## src/rtl/programmable_clock_divider_pkg.sv

```systemverilog
// rtl/programmable_clock_divider_pkg.sv - shared mode encodings and reset divisor
package programmable_clock_divider_pkg;

  typedef enum logic {
    MODE_PULSE  = 1'b0,
    MODE_SQUARE = 1'b1
  } mode_e;

  localparam int DIV_RESET_DEFAULT = 50;

endpackage

```

## src/rtl/programmable_clock_divider_if.sv

```systemverilog
// rtl/programmable_clock_divider_if.sv - control and output bundle of the clock divider
interface programmable_clock_divider_if #(
  parameter int WIDTH = 16
);
  logic             en;
  logic             div_load;
  logic [WIDTH-1:0] div_value;
  logic             mode;
  logic             clk_div;
  logic             tick;
  logic             pending;
  logic             err;

  modport master (
    output en, div_load, div_value, mode,
    input  clk_div, tick, pending, err
  );

  modport slave (
    input  en, div_load, div_value, mode,
    output clk_div, tick, pending, err
  );
endinterface

```

## src/rtl/div_phase_counter.sv

```systemverilog
// rtl/div_phase_counter.sv - phase counter 0..N-1 with terminal compare and wrap detect
module div_phase_counter #(
  parameter int WIDTH = 16
) (
  input  logic             clk,
  input  logic             rst_n,
  input  logic             en,
  input  logic [WIDTH-1:0] n_active,
  output logic [WIDTH-1:0] p_inc,
  output logic             wrap
);

  logic [WIDTH-1:0] p;

  // Terminal compare against N-1 so N = 2^WIDTH-1 never needs a wider counter
  assign p_inc = p + WIDTH'(1);
  assign wrap  = en && (p == (n_active - WIDTH'(1)));

  always_ff @(posedge clk or negedge rst_n) begin
    if (!rst_n) begin
      p <= '0;
    end else if (en) begin
      p <= wrap ? '0 : p_inc;
    end
  end

endmodule

```

## src/rtl/programmable_clock_divider.sv

```systemverilog
// rtl/programmable_clock_divider.sv - divider top: shadow divisor/mode, apply at wrap, output registers
module programmable_clock_divider
  import programmable_clock_divider_pkg::*;
#(
  parameter int WIDTH     = 16,
  parameter int DIV_RESET = DIV_RESET_DEFAULT
) (
  input  logic                           clk,
  input  logic                           rst_n,
  programmable_clock_divider_if.slave    bus
);

  localparam logic [WIDTH-1:0] N_RESET = WIDTH'(DIV_RESET);

  logic [WIDTH-1:0] n_active;
  logic [WIDTH-1:0] n_shadow;
  logic [WIDTH-1:0] p_inc;
  mode_e            mode_active;
  mode_e            mode_shadow;
  mode_e            mode_in;
  logic             pending_q;
  logic             err_q;
  logic             tick_q;
  logic             clk_div_q;
  logic             wrap;
  logic             load_legal;
  logic             load_illegal;

  assign mode_in      = mode_e'(bus.mode);
  assign load_legal   = bus.div_load && (bus.div_value >= WIDTH'(2));
  assign load_illegal = bus.div_load && !load_legal;

  div_phase_counter #(.WIDTH(WIDTH)) u_phase (
    .clk      (clk),
    .rst_n    (rst_n),
    .en       (bus.en),
    .n_active (n_active),
    .p_inc    (p_inc),
    .wrap     (wrap)
  );

  // Divisor and mode only change at a wrap, so a period is never cut or stretched
  always_ff @(posedge clk or negedge rst_n) begin
    if (!rst_n) begin
      n_active    <= N_RESET;
      n_shadow    <= N_RESET;
      mode_active <= MODE_SQUARE;
      mode_shadow <= MODE_SQUARE;
      pending_q   <= 1'b0;
      err_q       <= 1'b0;
    end else begin
      if (wrap) begin
        pending_q <= 1'b0;
        if (load_legal) begin
          n_active    <= bus.div_value;
          mode_active <= mode_in;
          n_shadow    <= bus.div_value;
          mode_shadow <= mode_in;
        end else if (pending_q) begin
          n_active    <= n_shadow;
          mode_active <= mode_shadow;
        end
      end else if (load_legal) begin
        n_shadow    <= bus.div_value;
        mode_shadow <= mode_in;
        pending_q   <= 1'b1;
      end

      if (load_legal) begin
        err_q <= 1'b0;
      end else if (load_illegal) begin
        err_q <= 1'b1;
      end
    end
  end

  // A wrap starts the high phase in both modes; pulse mode drops with tick when disabled
  always_ff @(posedge clk or negedge rst_n) begin
    if (!rst_n) begin
      tick_q    <= 1'b0;
      clk_div_q <= 1'b0;
    end else begin
      tick_q <= wrap;
      if (wrap) begin
        clk_div_q <= 1'b1;
      end else if (bus.en) begin
        clk_div_q <= (mode_active == MODE_SQUARE) && (p_inc < (n_active >> 1));
      end else if (mode_active == MODE_PULSE) begin
        clk_div_q <= 1'b0;
      end
    end
  end

  assign bus.tick    = tick_q;
  assign bus.clk_div = clk_div_q;
  assign bus.pending = pending_q;
  assign bus.err     = err_q;

endmodule

```

## src/flat_wrapper.sv

```systemverilog
// flat-port wrapper written by rule: the top's interface ports become plain ports
module programmable_clock_divider_flat import programmable_clock_divider_pkg::*;
#(
  parameter int WIDTH     = 16,
  parameter int DIV_RESET = DIV_RESET_DEFAULT
)
  (clk, rst_n, bus_en, bus_div_load, bus_div_value, bus_mode, bus_clk_div, bus_tick, bus_pending, bus_err);
  programmable_clock_divider_if #(.WIDTH(WIDTH)) bus_i ();
  input  logic clk;
  input  logic rst_n;
  input wire logic [$bits(bus_i.en)-1:0] bus_en;
  input wire logic [$bits(bus_i.div_load)-1:0] bus_div_load;
  input wire logic [$bits(bus_i.div_value)-1:0] bus_div_value;
  input wire logic [$bits(bus_i.mode)-1:0] bus_mode;
  output wire logic [$bits(bus_i.clk_div)-1:0] bus_clk_div;
  output wire logic [$bits(bus_i.tick)-1:0] bus_tick;
  output wire logic [$bits(bus_i.pending)-1:0] bus_pending;
  output wire logic [$bits(bus_i.err)-1:0] bus_err;
  assign bus_i.en = bus_en;
  assign bus_i.div_load = bus_div_load;
  assign bus_i.div_value = bus_div_value;
  assign bus_i.mode = bus_mode;
  assign bus_clk_div = bus_i.clk_div;
  assign bus_tick = bus_i.tick;
  assign bus_pending = bus_i.pending;
  assign bus_err = bus_i.err;
  programmable_clock_divider #(.WIDTH(WIDTH), .DIV_RESET(DIV_RESET)) u_core (.clk(clk), .rst_n(rst_n), .bus(bus_i));
endmodule
```

## config.mk

```make
export PLATFORM = sky130hd
export DESIGN_NAME = programmable_clock_divider_flat
export DESIGN_NICKNAME = d
export VERILOG_FILES = /design/src/rtl/programmable_clock_divider_pkg.sv /design/src/rtl/programmable_clock_divider_if.sv /design/src/rtl/div_phase_counter.sv /design/src/rtl/programmable_clock_divider.sv /design/src/flat_wrapper.sv
export SDC_FILE = /design/constraint.sdc
export NUM_CORES = 1
export LEC_CHECK = 0
export ABC_AREA = 1
export BUFFER_PORTS_ARGS = -buffer_cell sky130_fd_sc_hd__clkbuf_2
export CAP_MARGIN = 40
export CORE_ASPECT_RATIO = 0.5
export CORE_MARGIN = 5
export CORE_UTILIZATION = 65
export CTS_CLUSTER_DIAMETER = 120
export DETAILED_ROUTE_END_ITERATION = 12
export HOLD_SLACK_MARGIN = 0.1
export PLACE_DENSITY = 0.85
export SLEW_MARGIN = 30
export SYNTH_ARGS = -nofsm -noshare
export SYNTH_HDL_FRONTEND = slang
export SYNTH_SLANG_ARGS = --single-unit
```

## constraint.sdc

```tcl
create_clock -name clk -period 3.5 [get_ports clk]
set_input_delay 0.525 -clock clk [delete_from_list [all_inputs] [get_ports clk]]
set_output_delay 0.525 -clock clk [all_outputs]
set_load 0.02 [all_outputs]
```

; ---- Yosys cells after proc, flatten, opt, wreduce, memory -nomap -nowiden
; Index checks and enable logic that the tools add are counted.
[totals]
regBits = 54
romBits = 0
out_inout_bits = 4
memories = 0
latch_bits = 0
ramBits = 0
in_bits = 21
wordCells = 36
[classes]
div = 0
reduce_logical = 9
n_lt_le_gt_ge = 2
add_sub_neg = 2
mul = 0
eq_ne = 2
shifts = 0
n_mux = 12
bitwise_logic = 0
[ops]
columns = operator, count
row1 = 2-to-1 mux 16 bit, 3
row2 = adder 16 x 1 -> 16 bit (second input constant), 1
row3 = equality test 16 bit, 1
row4 = greater-or-equal comparator 16 x 2 -> 1 bit (second input constant), 1
row5 = < comparator 16 x 15 -> 1 bit, 1
row6 = subtractor 16 x 1 -> 16 bit (second input constant), 1
row7 = 2-to-1 mux 1 bit, 9
row8 = nonzero test 2 bit, 3
row9 = logical AND 1 bit, 4
row10 = != test 3 bit (second input constant), 1
row11 = AND reduction 2 bit, 1
row12 = logical NOT 1 bit, 1

; ---- Depth between registers and ports, before layout
; Gate-level depths: netlist (run 1).
[depth]
depth_word = 6
mapped_depth = 17
depth_no_buf = 16

; ---- By module
; From an unflattened synthesis (run 1), not the netlist that was laid out.
[hier_totals]
cells_unflattened = 562
area_unflattened_um2 = 3808.7
[modules_own_cells]
columns = mod, n_inst, cells_per_inst, area_each_um2, seq_area_each_um2
row1 = programmable_clock_divider, 1, 238, 1986.9, 960.9
row2 = div_phase_counter, 1, 324, 1821.7, 400.4

; ---- Worst setup path before layout (run 1)
; OpenSTA, ideal clock, no wires.
[synth_path]
path_kind = register to register
start = register u_core.u_phase.p[2]
end = register u_core.clk_div_q, in the netlist u_core.bus.clk_div
period_less_slack_ns = 2.167
n_path_buf = 0
path_stages_with_launch = 15
t_required_ns = 3.374
setup_ns = 0.126
arrival_ns = 2.041
setup_slack_ns = 1.333
cell_sequence = dfrtp_1 inv_1 nor2_1 nand3_1 nor2_1 nand2_1 xor2_1 ha_1 nand2_1 o21ai_0 o21ai_0 a21oi_1 nor2_1 nand3_1 nand3_1
[synth_between]
elab_chain_cells = 5
elab_cells_between_ends = 8
classes_between = add/sub (1) / order compare (1) / eq/ne (2) / mux (2) / reduce/logical (2)
[synth_lines]
columns = item, line_no
row1 = "start, declared", div_phase_counter.sv:13  ; logic [WIDTH-1:0] p;
row2 = "start signal, assigned", div_phase_counter.sv:23  ; p <= wrap ? '0 : p_inc;
row3 = adder 16 x 1 -> 16 bit, div_phase_counter.sv:16  ; assign p_inc = p + WIDTH'(1);
row4 = < comparator 16 x 15 -> 1 bit, programmable_clock_divider.sv:87  ; clk_div_q <= (mode_active == MODE_SQUARE) && (p_inc < (n_active >> 1));
row5 = logical AND 1 bit, programmable_clock_divider.sv:87
row6 = 2-to-1 mux 1 bit, programmable_clock_divider.sv:86  ; end else if (bus.en) begin
row7 = 2-to-1 mux 1 bit, programmable_clock_divider.sv:84  ; if (wrap) begin
row8 = "end signal, assigned", programmable_clock_divider.sv:87
row9 = "end, declared", programmable_clock_divider.sv:24  ; logic clk_div_q;
; Several ways; a longest one is shown, not always the timed one.
; A chain may end at the register's enable or synchronous reset.

; ---- Worst setup path after layout (run 1)
[layout_path]
start = register u_core.n_active[0]
end = register u_core.n_active[0]
[layout_between]
elab_chain_cells = 4
[layout_lines]
columns = item, line_no
row1 = "start, declared", programmable_clock_divider.sv:15  ; logic [WIDTH-1:0] n_active;
row2 = "start signal, assigned", programmable_clock_divider.sv:55  ; n_active <= bus.div_value;
row3 = "start signal, assigned", programmable_clock_divider.sv:60  ; n_active <= n_shadow;
row4 = subtractor 16 x 1 -> 16 bit, div_phase_counter.sv:17  ; assign wrap = en && (p == (n_active - WIDTH'(1)));
row5 = equality test 16 bit, div_phase_counter.sv:17
row6 = logical AND 1 bit, div_phase_counter.sv:17
row7 = AND reduction 2 bit (no line), -
; No other way between the ends.

==> results.yml, run 1 <==
grt:
  grt_pass1_wl_um: 14200
  grt_pass1_vias: 3039
  grt_max_degree: 35
  grt.overflow.total: 0
  grt_usage_pct: 24.8
  antenna_found_initial: 0
status:
  status: "completed"
setup_path:
  worstPathArrival_ps: 2950
  slowest_delay_ps: 560
  slowest_stage: "nor2_4"
  start_kind: "flop"
  cp_max_fo: 34
  cp.required_ps: 3740
  cpMostUsedCell: "nand3_1"
  regToRegStartpoint: "u_core.n_active[0]"
  path_cells: "inv_1 -> ha_1 -> nand2_2 -> nor2_1 -> nand2_1 -> nand3_1 -> nand3_1 -> nor2_1 -> nand3_2 -> nor2_4 -> nand3_1 -> nand2_1"
  reg2reg_depth: 12
  r2r-end: "u_core.n_active[0]"
  criticalPathCategory: "reg2reg"
  ff2ff_setup_slack_ps: 790
  crit_path_end_kind: "flop"
die:
  initial_core_util_pct: 66.0
  dieArea_um2: 7150
  core_um2: 5400
  rows: 19
  die_x_um: 115
  die-height_um: 62.3
  io_pins: 25
synthesis:
  ys_seq_area_share_pct: 38.2
  syn_inst: 510
  postSynthAreaPerCell_um2: 6.98
  ys.flop_type: "dfrtp_1"
  async_reset_ff_share_pct: 100
  ys_types: 28
  synth_largest_area_cell: "dfrtp_1"
  synth_warnings: 0
  synth_xor_area_share_pct: 5.17
  synth_edf_count: 0
  ys_ff_latch: 54
  synth_area_leaders: "dfrtp_1, nand2_1, nand3_1, dfstp_2, inv_1"
  synth_compound_area_share_pct: 4.50
  muxShareOfSynthArea_pct: 0
  synthAdderAreaFrac_pct: 5.62
  synth_top_family_by_area: "simple AND/OR/NAND/NOR gates"
  netlist_area_um2: 3560
  synth-simple-area-share_pct: 38.7
  synth_nets: 547
  synth_top_area_share_pct: 32.3
detailed_routing:
  routed_wl_um: 8410
  drc_errors: 0
  drt_first_iter_violations: 320
  vias_per_cell: 5.47
  ant_nets: 0
  avgRoutedWirePerCell_um: 13.9
  vias: 3320
  met3_wirelength_um: 792
  wl_met1_um: 4040
  top_layer: "met4"
  firstDrtPassIters: 5
  wl_met2_um: 3490
finish:
  layout.nets: 570
  antenna_cells: 0
  multi_input_area_um2: 1920
  fillCellCount: 410
  seq_area_um2: 1360
  synthToLayoutAreaGrowth_pct: 8.61
  fin_area_um2: 3870
  drive_gt1_share_pct: 11.2
sta:
  fin_crit_ps: 2710
  timing.fmax_ghz: 0.369
  fin_crit_sh_pct: 77.3
  finalSetupTns_ps: 0
  slew_headroom_pct: 54.5
  hold_slack_ps: 123
  tightest_slew_ps: 681
  grt_setup_unrepaired: "no"
  final.setup_skew_ps: 7.30
  drv_slew: 0
  finalSetupViolations: 0
  hold_viol: 0
worst_hold_path:
  holdCritPathClass: "in2async"
placement:
  dp_hpwl_um: 6360
  placed_cell_area_um2: 3720
  io_buffers: 24
  gp_congestion: 0.928
cts:
  hold_buffers: 0
  clk_path_buf_depth: 2
  cts_setup_buffers: 0
  clk_pin_slew_worst_paths_ps: 100
  clk_latency_ps: 310
  cts_tree: "built"
  clock-sinks: 54
  numCtsBuffers: 5
  clock_tree.root_cell: "clkbuf_8"
  post_cts_resized: 0
  cts-htree-levels: 2
power:
  p_per_area_nw_per_um2: 380
  leakagePower_nw: 2.11
  ir_drop_uv: 406
job:
  maxCapViolCount: 0
==> report_power, final <==
group          total, mW  internal [mW]  switching (mW)
Clock              0.432          0.218           0.214
Sequential         0.720          0.671          0.0485
Combinational      0.318          0.126           0.192
==> cell usage in the layout, fill, tap and decap left out <==
| master | instances |
|---|---|
| nor2_1 | 33 |
| clkinvlp_4 | 1 |
| nor3_1 | 4 |
| bufinv_16 | 1 |
| nor2_4 | 3 |
| o21a_1 | 1 |
| inv_1 | 54 |
| clkinv_1 | 1 |
| nor2_2 | 7 |
| xnor2_1 | 7 |
| o21ai_0 | 19 |
| dfrtp_1 | 46 |
| o211ai_1 | 1 |
| nand4_1 | 8 |
| clkbuf_8 | 5 |
| ha_1 | 16 |
| nand3_4 | 1 |
| nor4_1 | 3 |
| dfstp_2 | 8 |
| buf_4 | 3 |
| nand2_1 | 211 |
| nand2_2 | 3 |
| nand3_2 | 2 |
| clkbuf_2 | 24 |
| nand3b_1 | 3 |
| inv_8 | 1 |
| a21oi_1 | 10 |
| nand3_1 | 43 |
| xor2_1 | 14 |
| buf_16 | 1 |
==> synth_stat cells (all sizes together), types with 4 or more instances <==
master and instances:
nand3 46, dfrtp 46, dfstp 8, nand2 214
inv 54, clkbuf 5, buf 7, o21ai 19
nand4 8, xor2 14, xnor2 7, a21oi 10
nor3 4, ha 16, nor2 43
==> how the worst max path moves through the flow <==
stage | from | end | slack [ps] | cells past startpoint
4_1_cts | u_core.n_active[0] | u_core.n_active[0] | 810 | 12
6_report | u_core.n_active[0] | u_core.n_active[0] | 790 | 12
5_1_grt | u_core.n_active[0] | u_core.n_active[8] | 560 | 12
3_3_place_gp | u_core.n_active[1] | u_core.u_phase.p[10] | 910 | 14
3_5_place_dp | u_core.n_active[0] | u_core.u_phase.p[1] | 870 | 11
2_1_floorplan | u_core.u_phase.p[2] | u_core.bus.clk_div | 1330 | 14
==> layer usage <==
| layer | global-route usage [%] | vias to the layer above |
|---|---|---|
| met2 | 34.7 | 140 |
| met1 | 38.9 | 1519 |
| met5 | 0 | - |
| li1 | - | 1651 |
| met4 | 5.19 | 0 |
| met3 | 5.72 | 10 |
==> kinds of logic after synthesis <==
logic type	Yosys count
simple gates	321
buf+inv	67
compound gates	31
xor+xnor	21
flops	54
fa+ha+maj	16
==> critical path: cells and delay by family (launching register included) <==
family,cells,cell delay [ps]
simple gates,10,1800
flops,1,450
fa+ha+maj,1,220
buf+inv,1,150
==> metrics by stage <==
step	setup WS (ps)	util (%)	power, mW	std cells
floorplan	1330	-	0.935	510
global placement	913	69.0	1.02	598
detailed placement	868	69.0	1.03	598
CTS	808	71.2	1.47	606
global route	561	71.7	1.56	607
finish	793	71.7	1.47	607
==> flip-flops by register name, indices dropped and copies added, names as in the netlist <==
| signal | count |
|---|---|
| u_core.mode_shadow | 1 |
| u_core.bus.err | 1 |
| u_core.bus.clk_div | 1 |
| u_core.bus.pending | 1 |
| u_core.u_phase.p | 16 |
| u_core.bus.tick | 1 |
| u_core.n_active | 16 |
| u_core.mode_active | 1 |
| u_core.n_shadow | 16 |
==> cell type report <==
| class | count | area share [%] |
|---|---|---|
| multi-input cells | 389 | 49.7 |
| flip-flops and latches | 54 | 35.2 |
| inverters | 55 | 5.34 |
| repair buffers | 28 | 4.40 |
| well taps | 73 | 2.36 |
| clock buffers | 5 | 1.78 |
| clock inverters | 3 | 1.26 |
Power figures use the tool's default switching activity.
==> run 2: changes to the inputs <==
--- a/config.mk
+++ b/config.mk
@@ -10,11 +10,11 @@
 export CAP_MARGIN = 40
 export CORE_ASPECT_RATIO = 0.5
 export CORE_MARGIN = 5
-export CORE_UTILIZATION = 65
+export CORE_UTILIZATION = 61
 export CTS_CLUSTER_DIAMETER = 120
 export DETAILED_ROUTE_END_ITERATION = 12
 export HOLD_SLACK_MARGIN = 0.1
-export PLACE_DENSITY = 0.85
+export PLACE_DENSITY = 0.8
 export SLEW_MARGIN = 30
 export SYNTH_ARGS = -nofsm -noshare
 export SYNTH_HDL_FRONTEND = slang
==> constraint.sdc (replaced) <==
create_clock -name clk -period 2.7 [get_ports clk]
set_input_delay 0.405 -clock clk [delete_from_list [all_inputs] [get_ports clk]]
set_output_delay 0.405 -clock clk [all_outputs]
set_load 0.02 [all_outputs]
==> run 2 against run 1 <==
Against the previous run: register-to-register slack worse by 560 ps; non-clock buffer count grew 2; via count down 1.7%; clock power is 79% higher; count of clock-buffer cells in the layout is 1 higher; largest cell class unchanged; global-route usage fell by 0.65 points; core utilization is 0.57 points lower; sequential share of layout area down 0.72 points; largest power group unchanged; wire length grew 2.0%; total power grew 44%; maximum frequency rose by 9.8%; critical path type unchanged; final cell count is 0.33% higher.
==> results.yml, run 2 (synthesized netlist as in run 1, its figures left out) <==
power:
  leakagePower_nw: 2.16
  switchingPower_mw: 0.618
  power_switching_share_pct: 29.2
  p_int_mw: 1.50
  p_per_area_nw_per_um2: 535
  pwr-share-seq_pct: 44.0
  comb_power_share_pct: 19.4
  ir_drop_uv: 456
  clockPowerShare_pct: 36.5
setup_path:
  criticalPathCategory: "reg2reg"
  path_cells: "ha_1 -> nand4_1 -> nor2_2 -> nand2_1 -> nor3_1 -> xor2_1 -> ha_1 -> nand2_1 -> nor3_1 -> nand2_1 -> nand3_1 -> nand3_1"
  cp.required_ps: 2870
  slowest_stage: "dfrtp_2"
  cp_max_fo: 6
  crit_path_end_kind: "flop"
  path_delay_family: "simple AND/OR/NAND/NOR gates"
  crit_buf_inv: 0
  cpMostUsedCell: "nand2_1"
  worstPathArrival_ps: 2640
  slowest_delay_ps: 420
  start_kind: "flop"
grt:
  grt_pass1_vias: 3233
  antenna_found_initial: 0
  grt_usage_pct: 24.2
  grt.overflow.total: 0
  grt_max_degree: 55
  grt_pass1_wl_um: 15100
sta:
  timing.fmax_ghz: 0.406
  hold_viol: 0
  hold_slack_ps: 220
  finalSetupTns_ps: 0
  finalSetupViolations: 0
  slew_headroom_pct: 54.5
  final.setup_skew_ps: 5.16
  grt_setup_unrepaired: "no"
  tightest_slew_ps: 682
  drv_slew: 0
  fin_crit_sh_pct: 91.3
  fin_crit_ps: 2470
finish:
  reg_top3: "u_core.n_active x16, u_core.n_shadow x16, u_core.u_phase.p x16"
  multi_input_area_um2: 1940
  mostFrequentLayoutCell: "nand2_1"
  drive_gt1_share_pct: 12.5
  layout_common_cells: "nand2_1, inv_1, dfrtp_1"
  layout.nets: 572
  seq_area_um2: 1360
  antenna_cells: 0
  synthToLayoutAreaGrowth_pct: 11.1
  fillCellCount: 477
detailed_routing:
  drt_first_iter_violations: 299
  vias_per_cell: 5.36
  routed_wl_um: 8580
  avgRoutedWirePerCell_um: 14.1
  drc_errors: 0
  firstDrtPassIters: 5
  vias: 3265
  ant_nets: 0
cts:
  numCtsBuffers: 5
  clk_latency_ps: 290
  cts-htree-levels: 2
  clock_tree.root_cell: "clkbuf_16"
  cts_tree: "built"
  cts_setup_buffers: 0
  clock-sinks: 54
  post_cts_resized: 0
  hold_buffers: 0
  clk_path_buf_depth: 2
  clk_pin_slew_worst_paths_ps: 70
die:
  initial_core_util_pct: 64.0
  dieArea_um2: 7560
  io_pins: 25
  die_x_um: 118
  die-height_um: 64.0
  core_um2: 5560
  rows: 19
status:
  status: "completed"
job:
  maxCapViolCount: 0
placement:
  io_buffers: 24
  dp_hpwl_um: 6510
  gp_congestion: 0.925
worst_hold_path:
  holdCritPathClass: "in2async"
-- run 2: cell count changes in the layout (fill, tap and decap cells not counted), sizes merged --
cell	before	now
clkbuf	29	30
buf	4	6
clkinvlp	1	0
-- run 2: power by group through the flow --
stage / sequential (mW) / clock (mW) / combinational [mW]
after global placement: 0.943 / 0 / 0.400
after floorplan: 0.930 / 0 / 0.282
after CTS: 0.929 / 0.773 / 0.410
final: 0.932 / 0.773 / 0.411
after detailed placement: 0.944 / 0 / 0.404
after global routing: 0.941 / 0.815 / 0.463
-- run 2: metal layers --
metal,vias to the layer above,track usage (%),routed length [um]
met1,1487,36.2,4220
li1,1657,-,-
met3,8,4.76,715
met4,0,3.00,40
met2,113,37.6,3610
met5,-,0,0
-- run 2: worst paths after layout --
| path | start | end | cells after the start | slack [ps] |
|---|---|---|---|---|
| worst max-delay path | u_core.u_phase.p[0] | u_core.bus.clk_div | 12 | 230 |
| worst min-delay path | rst_n | u_core.n_shadow[2] | 2 | 220 |
| worst max register to register | u_core.u_phase.p[0] | u_core.bus.clk_div | 12 | 230 |
| worst min register to register | u_core.n_shadow[4] | u_core.n_shadow[4] | 2 | 480 |
| max in group asynchronous | rst_n | u_core.u_phase.p[2] | 2 | 1970 |
| min in group clk | bus_mode | u_core.mode_shadow | 3 | 320 |
-- run 2: cell type report --
type	count	area share [%]
Sequential cell	54	34.5
Multi-Input combinational cell	389	49.0
Tap cell	73	2.31
Inverter	55	5.22
Clock buffer	6	3.51
Timing Repair Buffer	30	4.49
Clock inverter	2	0.981
-- run 2: through the flow --
step	instance area (um2)	util, %	setup slack [ps]	cells	power (mW)
CTS	3940	70.7	108	609	2.11
global placement	3760	67.5	127	601	1.34
floorplan	3560	-	533	510	1.21
detailed placement	3760	67.5	127	601	1.35
global route	3960	71.1	18.9	609	2.22
finish	3960	71.1	234	609	2.12
-- run 2: worst register-to-register path: stages, from the launching register on --
cell     delay, ps
dfrtp_2        420
ha_1           210
nand4_1        150
nor2_2         200
nand2_1        140
nor3_1         230
xor2_1         150
ha_1           310
nand2_1         70
nor3_1         220
nand2_1         90
nand3_1         80
nand3_1         80
==> run 3: changes to the inputs <==
--- a/config.mk
+++ b/config.mk
@@ -10,11 +10,10 @@
 export CAP_MARGIN = 40
 export CORE_ASPECT_RATIO = 0.5
 export CORE_MARGIN = 5
-export CORE_UTILIZATION = 61
+export CORE_UTILIZATION = 39
 export CTS_CLUSTER_DIAMETER = 120
 export DETAILED_ROUTE_END_ITERATION = 12
-export HOLD_SLACK_MARGIN = 0.1
-export PLACE_DENSITY = 0.8
+export HOLD_SLACK_MARGIN = 0.12
 export SLEW_MARGIN = 30
 export SYNTH_ARGS = -nofsm -noshare
 export SYNTH_HDL_FRONTEND = slang
==> run 3 against run 2 <==
Against the previous run: wire length grew 4.0%; total power shrank 6.6%; count of clock-buffer cells in the layout is the same; largest cell class unchanged; highest routed layer unchanged.
==> results.yml, run 3 (synthesized netlist as in run 1, its figures left out) <==
detailed_routing:
  vias: 3189
  avgRoutedWirePerCell_um: 13.6
  firstDrtPassIters: 4
  routed_wl_um: 8930
  drt_first_iter_violations: 199
  drc_errors: 0
  vias_per_cell: 4.85
  ant_nets: 0
placement:
  preCtsSetupSlack_ps: 234
  dp.cells: 647
  dp_hpwl_um: 6920
  gp_congestion: 0.888
  placed_cell_area_um2: 3830
  io_buffers: 24
sta:
  setup_ws_ps: 237
  hold_viol: 0
  tightest_slew_ps: 670
  fin_crit_sh_pct: 91.2
  timing.fmax_ghz: 0.406
  slew_headroom_pct: 55.3
  finalSetupViolations: 0
  drv_slew: 0
  fin_crit_ps: 2460
  final.setup_skew_ps: 5.03
power:
  p_per_area_nw_per_um2: 494
  ir_drop_uv: 297
  power_mw: 1.98
  leakagePower_nw: 2.15
worst_hold_path:
  holdCritPathClass: "in2async"
setup_path:
  worstPathArrival_ps: 2690
  cp_max_fo: 5
  crit_path_end_kind: "flop"
  start_kind: "flop"
  slowest_stage: "dfrtp_1"
  cpMostUsedCell: "o21ai_0"
  criticalPathCategory: "reg2reg"
  path_cells: "ha_1 -> nand4_1 -> nor2_4 -> inv_1 -> o21ai_0 -> nand2_1 -> inv_1 -> ha_1 -> nand2_1 -> o21ai_0 -> o21ai_0 -> a21oi_1 -> nor2_1 -> nand3_1 -> nand3_1"
  crit_buf_inv: 2
  path_delay_family: "simple AND/OR/NAND/NOR gates"
  cp.required_ps: 2920
  slowest_delay_ps: 420
die:
  io_pins: 25
  die_x_um: 145
  dieArea_um2: 11300
  die-height_um: 77.6
  initial_core_util_pct: 40.5
  rows: 24
  core_um2: 8800
grt:
  grt_pass1_wl_um: 15200
  antenna_found_initial: 0
  grt_pass1_vias: 3090
  grt_usage_pct: 16.2
  grt.overflow.total: 0
  grt_max_degree: 55
finish:
  drive_gt1_share_pct: 12.6
  mostFrequentLayoutCell: "nand2_1"
  fin_area_um2: 4000
  reg_top3: "u_core.n_active x16, u_core.n_shadow x16, u_core.u_phase.p x16"
  fin_cells: 657
  layout_common_cells: "nand2_1, inv_1, dfrtp_1"
  synthToLayoutAreaGrowth_pct: 12.4
  final_core_util_pct: 45.5
  fillCellCount: 890
  layout.nets: 576
  antenna_cells: 0
cts:
  clock-sinks: 54
  clk_path_buf_depth: 2
  clk_pin_slew_worst_paths_ps: 70
  numCtsBuffers: 5
  cts-htree-levels: 2
  clk_latency_ps: 290
  cts_tree: "built"
  hold_buffers: 0
  clock_tree.root_cell: "clkbuf_16"
status:
  status: "completed"
job:
  maxCapViolCount: 0
-- run 3: worst paths after layout --
path / startpoint / endpoint / slack, ps / cells after the start
worst max-delay path: u_core.u_phase.p[1] / u_core.bus.clk_div / 240 / 15
worst min-delay path: rst_n / u_core.n_shadow[2] / 240 / 2
worst max register to register: u_core.u_phase.p[1] / u_core.bus.clk_div / 240 / 15
worst min register to register: u_core.n_shadow[1] / u_core.n_shadow[1] / 480 / 2
max in group asynchronous: rst_n / u_core.u_phase.p[2] / 1980 / 2
min in group clk: bus_div_value[1] / u_core.n_shadow[1] / 330 / 3
-- run 3: power by group --
| group | total (mW) | switching, mW | internal [mW] | leakage [nW] |
|---|---|---|---|---|
| Sequential | 0.933 | 0.0610 | 0.872 | 0.687 |
| Combinational | 0.414 | 0.254 | 0.160 | 1.39 |
| Clock | 0.631 | 0.284 | 0.346 | 0.0712 |
-- run 3: per-layer routing --
layer	global-route usage [%]	wire (um)	vias to the layer above
met5	0	0	-
met3	1.92	335	9
li1	-	-	1661
met4	4.19	110	0
met1	25.3	4910	1465
met2	23.8	3570	54
-- run 3: layout make-up --
| type | instances | area [um2] | share of cell area, % |
|---|---|---|---|
| clock buffers | 6 | 129 | 3.22 |
| clock inverters | 2 | 13.8 | 0.344 |
| inverters | 55 | 206 | 5.16 |
| multi-input cells | 389 | 1940 | 48.4 |
| flip-flops and latches | 54 | 1360 | 34.1 |
| well taps | 117 | 146 | 3.66 |
| repair buffers | 34 | 208 | 5.19 |
-- run 3: stage by stage --
stage / setup TNS [ps] / hold WS (ps)
6_report: 0 / 238
4_1_cts: 0 / 263
3_5_place_dp: 0 / 471
3_3_place_gp: 0 / 466
5_1_grt: -6.01 / 311
2_1_floorplan: 0 / 109
-- run 3: timing repair --
item,CTS,global route
setup endpoints to repair,0,1
gates resized for setup,0,5
buffers inserted,0,2
-- run 3: worst reg2reg max path: cells and delay by family, from the launching register on --
family | cells | cell delay, ps
compound gates | 4 | 550
buf+inv | 2 | 170
fa+ha+maj | 2 | 470
simple gates | 7 | 820
flops | 1 | 420
